===== src/rtl/scfifo_pkg.sv =====
// Shared constants and helpers for the single-clock normal-mode FIFO read adapters.
package scfifo_pkg;

  localparam int unsigned READ_LATENCY_MIN = 1;
  localparam int unsigned READ_LATENCY_MAX = 3;

  // Credits range over 0..skid_depth inclusive.
  function automatic int unsigned credit_width(input int unsigned skid_depth);
    return $clog2(skid_depth + 1);
  endfunction

endpackage


===== src/rtl/scfifo_rd_skid_ring.sv =====
// Register ring holding returned FIFO words that could not go straight to the output register.
module scfifo_rd_skid_ring #(
  parameter int unsigned WIDTH = 20,
  parameter int unsigned DEPTH = 2
) (
  input  logic                         clock,
  input  logic                         aclr,
  input  logic                         sclr,
  input  logic                         push,
  input  logic [WIDTH-1:0]             push_data,
  input  logic                         pop,
  output logic [WIDTH-1:0]             head_data,
  output logic [$clog2(DEPTH+1)-1:0]   count
);

  localparam int unsigned PW   = (DEPTH > 1) ? $clog2(DEPTH) : 1;
  localparam int unsigned CNTW = $clog2(DEPTH + 1);
  localparam logic [PW-1:0] LAST = PW'(DEPTH - 1);

  logic [WIDTH-1:0] mem_q [DEPTH];
  logic [PW-1:0]    head_q, head_d;
  logic [PW-1:0]    tail_q, tail_d;
  logic [CNTW-1:0]  count_q, count_d;

  // Depth need not be a power of two, so pointers wrap explicitly.
  always_comb begin
    head_d  = head_q;
    tail_d  = tail_q;
    count_d = count_q + CNTW'(push) - CNTW'(pop);
    if (pop)  head_d = (head_q == LAST) ? '0 : head_q + 1'b1;
    if (push) tail_d = (tail_q == LAST) ? '0 : tail_q + 1'b1;
    if (sclr) begin
      head_d  = '0;
      tail_d  = '0;
      count_d = '0;
    end
  end

  always_ff @(posedge clock or posedge aclr) begin
    if (aclr) begin
      head_q  <= '0;
      tail_q  <= '0;
      count_q <= '0;
    end else begin
      head_q  <= head_d;
      tail_q  <= tail_d;
      count_q <= count_d;
    end
  end

  always_ff @(posedge clock) begin
    if (push && !sclr) mem_q[tail_q] <= push_data;
  end

  assign head_data = mem_q[head_q];
  assign count     = count_q;

endmodule


===== src/rtl/scfifo_normal_rd_stream.sv =====
// Normal-mode FIFO read side: credit-gated rdreq, latency tracking and a skid buffer
// feeding a registered valid/ready stream.
module scfifo_normal_rd_stream
  import scfifo_pkg::*;
#(
  parameter int unsigned WIDTH        = 20,
  parameter int unsigned READ_LATENCY = 1,
  parameter int unsigned SKID_DEPTH   = READ_LATENCY + 2
) (
  input  logic             clock,
  input  logic             aclr,
  input  logic             sclr,
  input  logic [WIDTH-1:0] fifo_q,
  input  logic             fifo_empty,
  output logic             fifo_rdreq,
  output logic [WIDTH-1:0] dout,
  output logic             dout_valid,
  input  logic             dout_ready,
  output logic             busy
);

  localparam int unsigned CW         = credit_width(SKID_DEPTH);
  localparam int unsigned RING_DEPTH = SKID_DEPTH - 1;
  localparam int unsigned RCW        = $clog2(RING_DEPTH + 1);
  localparam logic [CW-1:0] CREDIT_MAX = CW'(SKID_DEPTH);

  if (READ_LATENCY < READ_LATENCY_MIN || READ_LATENCY > READ_LATENCY_MAX) begin : g_bad_latency
    $error("scfifo_normal_rd_stream: READ_LATENCY %0d outside 1..3", READ_LATENCY);
  end
  if (SKID_DEPTH < READ_LATENCY + 2) begin : g_bad_depth
    $error("scfifo_normal_rd_stream: SKID_DEPTH %0d below READ_LATENCY+2", SKID_DEPTH);
  end

  logic [CW-1:0]           credits_q, credits_d;
  logic [READ_LATENCY-1:0] ret_vld_q, ret_vld_d;
  logic [WIDTH-1:0]        dout_q, dout_d;
  logic                    dout_valid_q, dout_valid_d;

  logic             rdreq, pop, ret;
  logic             ring_push, ring_pop, ring_empty;
  logic [WIDTH-1:0] ring_head;
  logic [RCW-1:0]   ring_count;

  // Issue depends only on registered credits, never on dout_ready.
  assign rdreq      = ~fifo_empty & (credits_q < CREDIT_MAX);
  assign pop        = dout_valid_q & dout_ready;
  assign ret        = ret_vld_q[READ_LATENCY-1];
  assign ring_empty = (ring_count == '0);

  // Ring is only ever non-empty while the output register is full, so the
  // ring head always refills the output before a newer return can.
  always_comb begin
    credits_d    = credits_q + CW'(rdreq) - CW'(pop);
    ret_vld_d    = '0;
    ret_vld_d[0] = rdreq;
    for (int i = 1; i < READ_LATENCY; i++) ret_vld_d[i] = ret_vld_q[i-1];

    dout_d       = dout_q;
    dout_valid_d = dout_valid_q;
    ring_push    = 1'b0;
    ring_pop     = 1'b0;
    if (pop && !ring_empty) begin
      dout_d    = ring_head;
      ring_pop  = 1'b1;
      ring_push = ret;
    end else if (ret && (!dout_valid_q || pop)) begin
      dout_d       = fifo_q;
      dout_valid_d = 1'b1;
    end else begin
      if (pop) dout_valid_d = 1'b0;
      ring_push = ret;
    end

    if (sclr) begin
      credits_d    = '0;
      ret_vld_d    = '0;
      dout_d       = '0;
      dout_valid_d = 1'b0;
    end
  end

  always_ff @(posedge clock or posedge aclr) begin
    if (aclr) begin
      credits_q    <= '0;
      ret_vld_q    <= '0;
      dout_q       <= '0;
      dout_valid_q <= 1'b0;
    end else begin
      credits_q    <= credits_d;
      ret_vld_q    <= ret_vld_d;
      dout_q       <= dout_d;
      dout_valid_q <= dout_valid_d;
    end
  end

  scfifo_rd_skid_ring #(
    .WIDTH (WIDTH),
    .DEPTH (RING_DEPTH)
  ) u_ring (
    .clock     (clock),
    .aclr      (aclr),
    .sclr      (sclr),
    .push      (ring_push),
    .push_data (fifo_q),
    .pop       (ring_pop),
    .head_data (ring_head),
    .count     (ring_count)
  );

  assign fifo_rdreq = rdreq;
  assign dout       = dout_q;
  assign dout_valid = dout_valid_q;
  assign busy       = (credits_q != '0);

endmodule


===== config.mk =====
export PLATFORM = sky130hd
export DESIGN_NAME = scfifo_normal_rd_stream
export DESIGN_NICKNAME = d
export VERILOG_FILES = /design/src/rtl/scfifo_pkg.sv /design/src/rtl/scfifo_rd_skid_ring.sv /design/src/rtl/scfifo_normal_rd_stream.sv
export SDC_FILE = /design/constraint.sdc
export NUM_CORES = 1
export LEC_CHECK = 0
export CAP_MARGIN = 5
export CORE_UTILIZATION = 55
export DETAILED_ROUTE_END_ITERATION = 6
export PLACE_DENSITY = 0.83
export SETUP_SLACK_MARGIN = 0.5
export SYNTH_ARGS = -nofsm -noshare
export SYNTH_HDL_FRONTEND = slang
export SYNTH_SLANG_ARGS = --single-unit

===== constraint.sdc =====
create_clock -name clock -period 4.9 [get_ports clock]
set_clock_uncertainty 0.2 [all_clocks]
set_input_delay 0.98 -clock clock [delete_from_list [all_inputs] [get_ports clock]]
set_output_delay 0.98 -clock clock [all_outputs]
set_load 0.01 [all_outputs]

==> results.py <==
metrics = {
    "placement": {
        "placement.setup.worst_slack_ns": 1.300,
        "gp_congestion": 0.6665,
        "dp.final_hpwl_um": 3246,
        "io_buffers": 47,
    },
    "worst_setup_path": {
        "crit_family": "buffers and inverters",
        "reg2reg_slack_ns": 2.29,
        "path_cells": "clkdlybuf4s50_1 -> a21oi_1 -> clkdlybuf4s50_1",
        "cp-start-kind": "primary input",
        "cp.arrival_ns": 2.16,
        "cpMaxStageDelayCell": "clkdlybuf4s50_1",
        "path_class": "in -> out",
        "crit_required_ns": 3.72,
        "cp_max_fo": 3,
        "cpPeakStageDelay_ns": 0.58,
        "crit_buf_inv": 2,
        "critPathMostFrequentCell": "clkdlybuf4s50_1",
        "worst_setup_path_end_kind": "output port",
    },
    "yosys": {
        "yosysTopAreaCell": "edfxtp_1",
        "synth_area_leaders": "edfxtp_1 (42%), dfrtp_1 (24%), mux2_2 (8.2%), mux2i_1 (6.9%), o2bb2ai_1 (5.4%)",
        "ys.flop_type": "edfxtp_1",
        "synthArstFlopShare_pct": 41.18,
        "synth_edf_count": 40,
        "yosys_register_bits": 68,
        "yosysWarnings": 0,
        "syn_nets": 205,
        "netlist_area_um2": 2894,
        "synth_common_cells": "edfxtp_1 (40), dfrtp_1 (28), mux2_2 (21)",
        "synthCells": 177,
        "yosys.area.top_type_share_pct": 41.50,
        "syn_area_per_cell_um2": 16.35,
        "synth_cell_type_count": 32,
        "yosysSeqAreaShare_pct": 65.72,
        "yosysMostFrequentCell": "edfxtp_1",
    },
    "global_route": {
        "antenna_found_initial": 0,
        "overflow": 0,
        "track_usage_pct": 20.76,
        "grt_pass1_wl_um": 8148,
        "grt_pass1_vias": 1680,
        "grt_max_degree": 29,
    },
    "finish": {
        "layout-drive-gt1-share_pct": 20.17,
        "diodes": 0,
        "syn2layout_area_growth_pct": 22.78,
        "final_nets": 256,
        "final_util_pct": 70.02,
    },
    "die": {
        "initial_core_util_pct": 57.03,
        "num_io_pins": 48,
        "die_h_um": 74.54,
        "die-area_um2": 5556,
        "core_area_um2": 5075,
        "rows": 26,
        "dieWidth_um": 74.54,
    },
    "timing": {
        "rsz0062_at_grt": "false",
        "setup_violations": 0,
        "fmax_ghz": 0.2998,
        "setup_tns_ns": 0,
        "post-route-min-period_ns": 3.335,
        "drv_slew": 0,
        "tightest_slew_ns": 1.170,
        "post-route-period-util_pct": 68.06,
        "holdWs_ns": 0.2900,
        "finalHoldViolCount": 0,
        "setup_ws_ns": 1.565,
        "slew_headroom_pct": 22.03,
    },
    "clocking": {
        "holdBufCountCts": 0,
        "cts_sinks": 68,
        "htree_levels": 3,
        "numCtsBuffers": 9,
        "post_cts_buffers": 0,
        "clockBufferDepth": 2,
        "worstSkewPairLatency_ns": 0.33,
        "root_buffer": "clkbuf_8",
        "clk_pin_slew_ns": 0.07,
        "cts_tree": "yes",
        "cts_resized": 0,
    },
    "routing": {
        "ant_nets": 0,
        "vias": 1647,
        "drc": 0,
        "avgRoutedWirePerCell_um": 17.24,
        "drt-initial-drc-count": 52,
        "viasPerCell": 5.436,
        "finalWirelength_um": 5223,
        "drt-pass1-iter-count": 4,
    },
    "hold_path": {
        "hp-class": "reg -> reg",
    },
    "power": {
        "p_per_area_nw_per_um2": 310.1,
        "p_leak_nw": 1.317,
        "ir_drop_uv": 224.0,
        "p_total_mw": 1.102,
    },
    "flow_run": {
        "maxCapViolations": 0,
    },
    "outcome": {
        "outcome": "finished clean",
    },
}
-- final timing paths --
| path | startpoint | endpoint | cells after the start |
|---|---|---|---|
| max | fifo_empty | fifo_rdreq | 3 |
| min | dout[16]$_DFFE_PP0P_ | dout[16]$_DFFE_PP0P_ | 1 |
| max reg2reg | u_ring.count[1]$_DFF_PP0_ | u_ring.count[1]$_DFF_PP0_ | 5 |
| min reg2reg | dout[16]$_DFFE_PP0P_ | dout[16]$_DFFE_PP0P_ | 1 |
| max in group asynchronous | aclr | dout[5]$_DFFE_PP0P_ | 3 |
| min in group asynchronous | aclr | credits_q[0]$_DFF_PP0_ | 2 |
-- stage by stage --
step                      std cells  instance area (µm²)
after floorplan                 177                 2894
final                           303                 3553
after CTS                       302                 3538
after global placement          286                 3379
after detailed placement        286                 3379
after global routing            303                 3553
-- sequential cells by signal, summed over array words and instances, names as in the netlist --
signal / cells
u_ring.count: 2
credits_q: 2
u_ring.head_q: 1
u_ring.tail_q: 1
dout_valid: 1
dout: 20
ret: 1
u_ring.mem_q: 40
-- cell families after synthesis --
kind of cell	count (synthesis)	share of synthesized area (%)
buffers and inverters	16	4.150
adder cells (fa/ha/maj)	3	1.297
flip-flops	68	65.72
AND/OR/NAND/NOR	18	3.848
multiplexers	43	16.00
XOR/XNOR	3	0.9081
AO/OA/AOI/OAI	26	8.085
-- metal layers --
| layer | up-vias | track usage (%) | wire (µm) |
|---|---|---|---|
| li1 | 773 | - | - |
| met1 | 832 | 26.60 | 2369 |
| met2 | 33 | 33.03 | 2545 |
| met3 | 9 | 5.014 | 223 |
| met4 | 0 | 10.69 | 85 |
| met5 | - | 0 | 0 |
-- power breakdown --
part	switching (mW)	internal (mW)	total, mW
clock network	0.204	0.178	0.382
registers	0.00802	0.618	0.626
logic	0.0425	0.0515	0.0940
total	0.254	0.848	1.10
-- cell type report --
class                           instances  area, µm²
Multi-Input combinational cell         93      882.1
Fill cell                             362       1521
Clock inverter                          6      31.28
Sequential cell                        68       1902
Inverter                                6      22.52
Tap cell                               70      87.58
Timing Repair Buffer                   50      500.5
Clock buffer                           10      127.6
-- placed cells by master, fill, tap and decap left out, types with 4 or more instances in the layout --
| master | instances |
|---|---|
| clkdlybuf4s50_1 | 47 |
| edfxtp_1 | 40 |
| dfrtp_1 | 28 |
| mux2_2 | 21 |
| mux2i_1 | 20 |
| o2bb2ai_1 | 18 |
| clkbuf_8 | 9 |
| inv_1 | 6 |
| nor2_1 | 4 |
| nor2b_1 | 4 |
| clkinv_2 | 4 |
No activity file was read; power rests on OpenSTA's default activity.
